File: src/rtl/pipeline_hazard_ctrl_pkg.sv
// Shared types and constants for the pipeline hazard sequencer: FSM states,
// per-stage control bundle and the NOP / freeze encodings of that bundle.
package pipe_pkg;

  localparam int REG_AW = 5;

  typedef enum logic [1:0] {
    S_RUN      = 2'd0,
    S_MEM_WAIT = 2'd1,
    S_ERR      = 2'd2
  } state_e;

  // write = {pc, if_id, id_ex, ex_mem, mem_wb}; flush = {if_id, id_ex, ex_mem}
  typedef struct packed {
    logic [4:0] write;
    logic [2:0] flush;
  } ctrl_t;

  localparam logic [31:0] NOP_INSTR   = 32'h0000_0000;
  localparam ctrl_t       CTRL_RUN    = '{write: 5'b11111, flush: 3'b000};
  localparam ctrl_t       CTRL_FREEZE = '{write: 5'b00000, flush: 3'b000};
  localparam ctrl_t       CTRL_BRANCH = '{write: 5'b11111, flush: 3'b111};
  localparam ctrl_t       CTRL_BUBBLE = '{write: 5'b00111, flush: 3'b010};

  // Decode when memory is not holding the pipe: a taken branch squashes the
  // ID instruction, so it outranks the load-use bubble.
  function automatic ctrl_t run_ctrl(input logic branch, input logic lu);
    if (branch)  return CTRL_BRANCH;
    else if (lu) return CTRL_BUBBLE;
    else         return CTRL_RUN;
  endfunction

endpackage

File: src/rtl/pipeline_hazard_ctrl_sat_counter.sv
// Saturating up-counter with synchronous reset; clr restarts the count,
// and clr together with inc loads 1 so a fresh sequence can count its first cycle.
module sat_counter #(
  parameter int W = 8
) (
  input  logic         clk,
  input  logic         reset,
  input  logic         clr,
  input  logic         inc,
  output logic [W-1:0] q
);

  // NOTE: sequential state uses non-blocking assignments so every register
  // samples the pre-edge values regardless of block ordering.
  always_ff @(posedge clk) begin
    if (reset)                q <= '0;
    else if (clr)             q <= W'(inc);
    else if (inc && !(&q))    q <= q + W'(1);
  end

endmodule

File: src/rtl/pipeline_hazard_ctrl.sv
// Hazard/stall sequencer for a 5-stage pipeline: load-use bubbles, branch
// flushes, data-memory wait freezes with a watchdog, and a stall counter.
module pipeline_hazard_ctrl
  import pipe_pkg::*;
#(
  parameter int REG_AW  = pipe_pkg::REG_AW,
  parameter int TIMEOUT = 64,
  parameter int CNT_W   = 16
) (
  input  logic              clk,
  input  logic              reset,
  input  logic [REG_AW-1:0] id_rs,
  input  logic [REG_AW-1:0] id_rt,
  input  logic              id_uses_rt,
  input  logic [REG_AW-1:0] ex_rt,
  input  logic              ex_mem_read,
  input  logic              mem_branch,
  input  logic              dmem_req,
  input  logic              dmem_ready,
  output logic              pc_write,
  output logic              if_id_write,
  output logic              id_ex_write,
  output logic              ex_mem_write,
  output logic              mem_wb_write,
  output logic              if_id_flush,
  output logic              id_ex_flush,
  output logic              ex_mem_flush,
  output logic              mem_err,
  output logic [CNT_W-1:0]  stall_cnt
);

  localparam int WAIT_W = (TIMEOUT > 2) ? $clog2(TIMEOUT) : 1;

  state_e            state_q, state_d;
  ctrl_t             ctrl;
  logic              mw, lu;
  logic              wait_inc, err_set;
  logic [WAIT_W-1:0] wait_cnt;

  // A dropped request inside MEM_WAIT counts as completion, which is exactly ~mw.
  assign mw = dmem_req & ~dmem_ready;
  assign lu = ex_mem_read && (ex_rt != '0) &&
              ((ex_rt == id_rs) || (id_uses_rt && (ex_rt == id_rt)));

  // NOTE: every always_comb output gets a default first so no path infers a latch.
  always_comb begin
    state_d  = state_q;
    ctrl     = CTRL_RUN;
    wait_inc = 1'b0;
    err_set  = 1'b0;
    unique case (state_q)
      S_RUN: begin
        if (mw) begin
          ctrl     = CTRL_FREEZE;
          wait_inc = 1'b1;
          state_d  = S_MEM_WAIT;
        end else begin
          ctrl = run_ctrl(mem_branch, lu);
        end
      end
      S_MEM_WAIT: begin
        if (mw) begin
          ctrl     = CTRL_FREEZE;
          wait_inc = 1'b1;
          if (wait_cnt == WAIT_W'(TIMEOUT - 1)) begin
            state_d = S_ERR;
            err_set = 1'b1;
          end
        end else begin
          ctrl    = run_ctrl(mem_branch, lu);
          state_d = S_RUN;
        end
      end
      S_ERR:   ctrl = CTRL_FREEZE;
      default: begin
        ctrl    = CTRL_FREEZE;
        state_d = S_RUN;
      end
    endcase
    if (reset) ctrl = CTRL_RUN;
  end

  always_ff @(posedge clk) begin
    if (reset) begin
      state_q <= S_RUN;
      mem_err <= 1'b0;
    end else begin
      state_q <= state_d;
      if (err_set) mem_err <= 1'b1;
    end
  end

  assign {pc_write, if_id_write, id_ex_write, ex_mem_write, mem_wb_write} = ctrl.write;
  assign {if_id_flush, id_ex_flush, ex_mem_flush}                         = ctrl.flush;

  // Wait counter restarts whenever we are outside MEM_WAIT; entering loads 1.
  sat_counter #(.W(WAIT_W)) u_wait_cnt (
    .clk   (clk),
    .reset (reset),
    .clr   (state_q != S_MEM_WAIT),
    .inc   (wait_inc),
    .q     (wait_cnt)
  );

  sat_counter #(.W(CNT_W)) u_stall_cnt (
    .clk   (clk),
    .reset (reset),
    .clr   (1'b0),
    .inc   (~pc_write),
    .q     (stall_cnt)
  );

endmodule

File: config.mk
export PLATFORM = sky130hd
export DESIGN_NAME = pipeline_hazard_ctrl
export DESIGN_NICKNAME = d
export VERILOG_FILES = /design/src/rtl/pipeline_hazard_ctrl_pkg.sv /design/src/rtl/pipeline_hazard_ctrl_sat_counter.sv /design/src/rtl/pipeline_hazard_ctrl.sv
export SDC_FILE = /design/constraint.sdc
export NUM_CORES = 1
export LEC_CHECK = 0
export BUFFER_PORTS_ARGS = -buffer_cell sky130_fd_sc_hd__buf_2
export CAP_MARGIN = 15
export CORE_ASPECT_RATIO = 0.5
export CORE_MARGIN = 5
export CORE_UTILIZATION = 50
export DETAILED_ROUTE_END_ITERATION = 6
export GPL_TIMING_DRIVEN = 0
export PLACE_DENSITY = 0.79
export SYNTH_ARGS = -nofsm -noshare
export SYNTH_HDL_FRONTEND = slang
export SYNTH_SLANG_ARGS = --single-unit
export TNS_END_PERCENT = 30
File: constraint.sdc
create_clock -name clk -period 2.81 [get_ports clk]
set_input_delay 0.562 -clock clk [delete_from_list [all_inputs] [get_ports clk]]
set_output_delay 0.562 -clock clk [all_outputs]
set_load 0.05 [all_outputs]
Word level (Yosys, flattened, before mapping)
Index checks and enable logic that the tools add are counted. W data, S select, Z words.

Bitwise operators: 4. Add/subtract/negate cells: 2. Reductions and logical operators: 16. Multiplexer cells: 16. Equal/unequal tests: 8.

Operator list (number): $mux W8 (5); $add A16 B1 Y16 const B (1); $reduce_and A16 Y1 (1); $eq A5 B5 Y1 (2); $mux W1 (7); $add A6 B1 Y6 const B (1); $eq A6 B6 Y1 const B (1); $mux W2 (3); $pmux W2 S3 (1); $reduce_and A6 Y1 (1); $logic_and A1 B1 Y1 (5); $reduce_bool A5 Y1 (1); $reduce_or A2 Y1 (2); $ne A3 B3 Y1 const B (1); $not A1 Y1 (3); $reduce_and A3 Y1 (1); $eq A2 B1 Y1 const B (1); $eq A2 B2 Y1 const B (1); $logic_not A1 Y1 (2); $logic_not A2 Y1 (1); $ne A2 B1 Y1 const B (1); $ne A2 B2 Y1 const B (1); $reduce_bool A2 Y1 (1); $and A1 B1 Y1 (1); $logic_or A1 B1 Y1 (1).

Input bits: 22. Output and inout bits: 25. Word-level logic and storage cells: 51. Register bits: 25.

Longest topological paths before layout
Gate-level depths: netlist of run 1.

Depth in word-level cells: 11. Mapped depth: 8. Mapped depth without buffers: 7.

Cells and area by module
A second synthesis of run 1 with hierarchy kept.

Cell total of the unflattened synthesis: 188. Area total of the unflattened synthesis: 1571.5 sq um.

Modules (own cells, without submodules): sat_counter at u_stall_cnt (area an instance 885.8 sq um, seq. area each 320.3 sq um, times used 1, cells an instance 104); pipeline_hazard_ctrl (area an instance 347.8 sq um, seq. area each 60.1 sq um, times used 1, cells an instance 45); sat_counter at u_wait_cnt (area an instance 337.8 sq um, seq. area each 120.1 sq um, times used 1, cells an instance 39).

Worst setup path after synthesis of run 1
No wires, ideal clock.

Kind: input to output. Start point: input dmem_req. End point: output pc_write. Arrival time: 3.443 ns. Buffers on the path: 3. Stages: 6. Setup slack: -1.195 ns. Data required time: 2.248 ns. Path through: nor2b_1 o21ai_0 o41a_1 buf_6 clkbuf_1 buf_4.

Cells in the longest elaborated chain, start to end: 4.

RTL lines: from (decl) (line pipeline_hazard_ctrl.sv:18) `input logic dmem_req,`; $and A1 B1 Y1 (line pipeline_hazard_ctrl.sv:41) `assign mw = dmem_req & ~dmem_ready;`; $mux W8 (line pipeline_hazard_ctrl.sv:62) `if (mw) begin`; $mux W8; $mux W8 (line pipeline_hazard_ctrl.sv:80) `if (reset) ctrl = CTRL_RUN;`; to (decl) (line pipeline_hazard_ctrl.sv:20) `output logic pc_write,`.

Every way passes these cells.

Worst setup path after layout of run 1
Start point: input ex_rt[1]. End point: output pc_write.

Cells in the longest elaborated chain, start to end: 9.

RTL lines: from (decl) (line pipeline_hazard_ctrl.sv:15) `input logic [REG_AW-1:0] ex_rt,`; $eq A5 B5 Y1 (line pipeline_hazard_ctrl.sv:43) `((ex_rt == id_rs) || (id_uses_rt && (ex_rt == id_rt)));`; $logic_and A1 B1 Y1 (line pipeline_hazard_ctrl.sv:43); $logic_or A1 B1 Y1 (line pipeline_hazard_ctrl.sv:43); $logic_and A1 B1 Y1 (*) (line pipeline_hazard_ctrl.sv:42) `assign lu = ex_mem_read && (ex_rt != '0) &&`; $mux W8 (*) (line pipeline_hazard_ctrl_pkg.sv:29) `else if (lu) return CTRL_BUBBLE;`; $mux W8 (*) (line pipeline_hazard_ctrl_pkg.sv:28) `if (branch) return CTRL_BRANCH;`; $mux W8 (*) (line pipeline_hazard_ctrl.sv:62); $mux W8 (*); $mux W8 (*) (line pipeline_hazard_ctrl.sv:80).

Mark *: on every way between the ends. The rest lies on a longest branch, timed or not.

==> results of run 1 <==
[cells in the final DEF, fill, tap and decap left out, types with 2 or more instances in the layout]
master,n
inv_1,3
ha_1,2
dfxtp_1,25
nand2b_1,2
nand3_1,6
clkbuf_8,3
nand4_1,7
nor2b_1,6
and3_1,4
o21ai_0,4
buf_2,46
nand2_1,11
nor4_1,3
buf_4,9
o41ai_1,5
clkbuf_1,4
mux2_1,2
o31ai_1,5
nor2_1,13
mux2i_1,2
or3_1,2
a21oi_1,12
or4_1,8
o311ai_0,5
nor3_1,3
xor2_1,11
[worst max-delay path: cells and delay by family]
| kind | cells | cell delay, ns |
|---|---|---|
| buf+inv | 4 | 0.54 |
| compound gates | 2 | 0.66 |
| simple gates | 1 | 0.30 |
| xor+xnor | 1 | 0.14 |
[cells by family (layout without fill, tap and decap cells)]
family,after synthesis,count (layout)
simple gates,72,72
compound gates,37,37
flops,25,25
buf+inv,14,67
xor+xnor,13,13
mux,4,4
fa+ha+maj,2,2
[metrics by stage]
stage | TNS, ns | hold slack, ns | power (W) | area, sq um
after floorplan | 0 | 0.450 | 0.000432 | 1430
after global placement | -0.454 | 0.447 | 0.000464 | 1700
after detailed placement | -0.447 | 0.477 | 0.000466 | 1700
after CTS | 0 | 0.490 | 0.000674 | 1740
after global routing | -0.00642 | 0.514 | 0.000706 | 1800
final | 0 | 0.487 | 0.000680 | 1800
[cells in the mapped netlist, types with 2 or more instances]
cell type / instances
mux2i_1: 2
nand4_1: 7
nand2_1: 11
nand3_1: 6
buf_2: 2
o21ai_0: 6
nor2_1: 13
and3_1: 4
ha_1: 2
clkbuf_1: 4
or3_1: 2
xor2_1: 12
dfxtp_1: 25
or4_1: 8
nor3_1: 3
nor2b_1: 6
o41ai_1: 5
o31ai_1: 5
buf_4: 4
mux2_1: 2
inv_1: 3
nor4_1: 3
o311ai_0: 5
a21oi_1: 12
nand2b_1: 2
[power breakdown]
group          leakage [nW]  internal (W)  switching, W
Combinational         0.499     0.0000413     0.0000658
Sequential            0.202      0.000356    0.00000285
Clock                0.0228      0.000101      0.000112
[path summary, 6_finish.rpt]
check	end	cells after the start	startpoint
max reg2reg	u_stall_cnt.q[1]	7	u_stall_cnt.q[7]
min reg2reg	u_stall_cnt.q[14]	1	u_stall_cnt.q[14]
min	u_stall_cnt.q[14]	1	u_stall_cnt.q[14]
max	pc_write	8	ex_rt[1]
[layout make-up]
cell class	instances	area, sq um
Fill cell	213	850
Multi-Input combinational cell	128	863
Clock buffer	4	45.0
Buffer	10	62.6
Tap cell	37	46.3
Sequential cell	25	500
Inverter	3	11.3
Timing Repair Buffer	50	273
[registers in the layout, summed over array words and instances (netlist names)]
name,count
u_stall_cnt.q,16
u_wait_cnt.q,6
state_q,2
mem_err,1
[routing by layer]
metal	wire length [um]	vias up	track usage
li1	-	734	-
met1	1620	669	0.208
met2	1740	34	0.313
met3	158	4	0.0464
met4	25	0	0.0379
met5	0	-	0
[timing repair]
| action | 4_1_cts | 5_1_grt |
|---|---|---|
| pin swaps | 0 | 5 |
| setup endpoints to repair | 2 | 1 |
| gates cloned | 0 | 1 |
| resized for setup | 1 | 8 |
| buffers inserted | 0 | 3 |
==> results.cfg, run 1 <==
[outcome]
status = finished clean

[floorplan]
die_w_um = 85.2
dieArea_sq_um = 4060
ios = 47
rows = 13
die_y_um = 47.6
initial_core_util = 0.534
core_sq_um = 2650

[synthesis]
synth_xor_xnor_area_share = 0.0805
synth_edf_count = 0
synth-seq-area-share = 0.354
yosysTopAreaCell = dfxtp_1
synth_compound_area_frac = 0.176
synth_cell_types = 38
synth_cells = 167
synth_fp_nets = 191
yosys.area_share.adder = 0.0177
synth_top_family_by_area = simple AND/OR/NAND/NOR gates
muxShareOfSynthArea = 0.0301
yosys.area_share.simple = 0.287
postSynthAreaPerCell_sq_um = 8.47
yosysTopAreaCellShare = 0.354
synthesis.area_sq_um = 1420
synth_seq_cells = 25
synth_top_flop_cell = dfxtp_1
synth_area_leaders = dfxtp_1 35%, xor2_1 7.4%, a21oi_1 4.2%
yosys_warnings = 0
async_flop_share = 0

[grt]
grt_max_degree = 21
grt_pass1_wl_um = 5480
antenna_found_initial = 0
grt.total_usage = 0.170
overflow = 0
first_global_vias = 1228

[setup_path]
crit_fanout = 4
cp-start-kind = primary input
slowest_stage = o41a_1
cp_data_required_time_ns = 2.25
cp_common_cell = buf_4
ff2ff_setup_slack_ns = 0.39
end_kind = output pin
arrival_ns = 2.20
slowest_delay_ns = 0.49
worstPathCellList = buf_4 -> xor2_1 -> nor4_2 -> a32oi_2 -> o41a_1 -> buf_6 -> buf_4 -> buf_8
path_class = primary input to output pin

[timing]
fin_crit_ns = 2.77
tightest_slew_ns = 0.479
setup-violations-final = 0
final.period_utilization = 0.984
slew_viol_final = 0
max_freq_mhz = 362
slew_headroom = 0.680
setup_slack_ns = 0.0438
hold_viol_final = 0
finalClockSkew_ns = 0.00625

[clock_tree]
clock_latency_ns = 0.27
htreeDepth = 1
cts_tree = built
cts_made_buffers = 3
cts_hold_buf = 0
cts-root-buf = clkbuf_8
cts_buffer_depth = 2
clk_pin_slew_ns = 0.09
cts_num_sinks = 25

[finish]
syn_to_final_growth_pct = 27.3
layout.nets = 245
fin_util = 0.680
fin_cells = 257
drive_gt1_frac = 0.300
antenna_cells = 0

[detailed_routing]
vias_per_cell = 5.61
avgRoutedWirePerCell_um = 13.8
drt_iter0_markers = 77
drcViolationCount = 0
antenna_left = 0
via_count = 1441
first_pass_iters = 4
totalWireLength_um = 3550

[place]
dp_slack_ns = -0.263
portBuffers = 46
hpwlAfterDp_um = 2640
numPlacedInstances = 250
routabilityCongestion = 0.827

[power]
p_leak_nw = 0.724
powerDensity_nw_per_um2 = 377
vdd_drop_max_v = 0.000217

[worst_hold_path]
hp-class = flip-flop to flip-flop

[job]
drv_cap = 0
(Power assumes the default switching activity.)
==> inputs of run 2 (changes only) <==
--- a/config.mk
+++ b/config.mk
@@ -9,11 +9,11 @@
 export CAP_MARGIN = 15
 export CORE_ASPECT_RATIO = 0.5
 export CORE_MARGIN = 5
-export CORE_UTILIZATION = 50
+export CORE_UTILIZATION = 41
 export DETAILED_ROUTE_END_ITERATION = 6
 export GPL_TIMING_DRIVEN = 0
-export PLACE_DENSITY = 0.79
+export PLACE_DENSITY = 0.67
 export SYNTH_ARGS = -nofsm -noshare
 export SYNTH_HDL_FRONTEND = slang
 export SYNTH_SLANG_ARGS = --single-unit
-export TNS_END_PERCENT = 30
+export TNS_END_PERCENT = 100
==> run 2 against run 1 <==
Count of clock-buffer cells in the layout fell by 1. Power rose by 0.63%. Sequential share of layout area barely moved. Final area fell by 0.14%. Clock skew rose by 0.010 ns. Clock power rose by 3%. Worst setup slack improved by 0.045 ns. Register-to-register slack got worse by 0.03 ns.
==> results.cfg, run 2 (synthesized netlist as in run 1, its figures left out) <==
[setup_path]
cp-start-kind = primary input
path_class = primary input to output pin
crit_fanout = 8
end_kind = output pin
ff2ff_setup_slack_ns = 0.36
cp_data_required_time_ns = 2.25
arrival_ns = 2.16
rr_worst_depth = 7

[detailed_routing]
avgRoutedWirePerCell_um = 13.7
via_count = 1469
vias_per_cell = 5.63
antenna_left = 0
totalWireLength_um = 3580
first_pass_iters = 4
drcViolationCount = 0
drt_iter0_markers = 60

[floorplan]
rows = 15
core_sq_um = 3380
die_y_um = 51.5
die_w_um = 93.1
ios = 47
dieArea_sq_um = 4800
initial_core_util = 0.419

[timing]
fin_crit_ns = 2.72
fin_setup_tns_ns = 0
grt_setup_unrepaired = no
tightest_slew_ns = 0.514
slew_headroom = 0.658
finalClockSkew_ns = 0.0164
hold_viol_final = 0
final.period_utilization = 0.968
slew_viol_final = 0
max_freq_mhz = 367
setup-violations-final = 0

[clock_tree]
cts_tree = built
clk_pin_slew_ns = 0.08
clock_latency_ns = 0.28
cts_made_buffers = 3
cts-root-buf = clkbuf_8
cts_hold_buf = 0
cts_num_sinks = 25
cts_buffer_depth = 2
htreeDepth = 1

[grt]
antenna_found_initial = 0
grt.total_usage = 0.144
grt_pass1_wl_um = 5620
overflow = 0
first_global_vias = 1268
grt_max_degree = 21

[job]
drv_cap = 0

[outcome]
status = finished clean

[place]
portBuffers = 46
hpwlAfterDp_um = 2590
routabilityCongestion = 0.754

[finish]
syn_to_final_growth_pct = 27.1
largest_register_ffs = 16
layout.nets = 244
drive_gt1_frac = 0.301
antenna_cells = 0
fillCellCount = 326
regMostFlops = u_stall_cnt.q
most-common-layout-cells = 47 x buf_2, 25 x dfxtp_1, 13 x nor2_1
multi_input_area_sq_um = 863
top_regs = u_stall_cnt.q: 16 flops, u_wait_cnt.q: 6 flops, state_q: 2 flops
fin_util = 0.533
ff_latch_area_sq_um = 500
layout_commonest_cell = buf_2

[power]
vdd_drop_max_v = 0.000120
power.total_w = 0.000684
powerDensity_nw_per_um2 = 380
p_leak_nw = 0.722

[worst_hold_path]
whs_path_depth = 2
hp-class = flip-flop to flip-flop
[run 2: cell count changes in the layout (fill, tap and decap cells not counted), sizes merged]
cell	change
buf	-1
clkbuf	-1
clkinv	+1
[run 2: metal layers]
layer | share of wire | global-route usage | vias to the layer above
li1 | - | - | 730
met1 | 0.44 | 0.182 | 697
met2 | 0.48 | 0.241 | 38
met3 | 0.061 | 0.0376 | 4
met4 | 0.012 | 0.0511 | 0
met5 | 0 | 0 | -
[run 2: worst paths after layout]
path | start | to
worst max-delay path | id_rt[1] | if_id_write
worst min-delay path | mem_err | mem_err
worst max register to register | u_stall_cnt.q[7] | u_stall_cnt.q[1]
worst min register to register | mem_err | mem_err
[run 2: worst max-delay path, stage by stage]
cell and delay, ns:
buf_2 0.11, xor2_2 0.17, nor4_2 0.30, a32oi_2 0.17, o41a_1 0.47, buf_6 0.16, buf_2 0.21
[run 2: area by class of cell]
type | instances | area share
inverters | 3 | 0.00626
plain buffers | 9 | 0.0306
repair buffers | 50 | 0.150
well taps | 42 | 0.0292
clock inverters | 1 | 0.00278
flip-flops and latches | 25 | 0.278
clock buffers | 3 | 0.0229
multi-input cells | 128 | 0.480
[run 2: power breakdown]
group	internal [W]	switching [W]	total, W
combinational	0.0000401	0.0000656	0.000106
clock	0.0000995	0.000120	0.000219
sequential	0.000356	0.00000290	0.000359
total	0.000496	0.000188	0.000684
[run 2: what timing repair did]
| item | CTS | global route |
|---|---|---|
| resized for setup | 3 | 4 |
| pin swaps | 1 | 4 |
| buffers inserted | 1 | 2 |
| gates cloned | 0 | 1 |
| endpoints found under the setup margin | 2 | 1 |
[run 2: stage by stage]
| stage | instance area [sq um] | std cells | worst slack (ns) | hold slack, ns |
|---|---|---|---|---|
| finish | 1800 | 261 | 0.0887 | 0.469 |
| global route | 1800 | 261 | 0.0134 | 0.501 |
| CTS | 1770 | 259 | 0.0180 | 0.479 |
| detailed placement | 1710 | 255 | -0.268 | 0.459 |
| global placement | 1710 | 255 | -0.284 | 0.449 |
| floorplan | 1430 | 167 | 0.00345 | 0.450 |
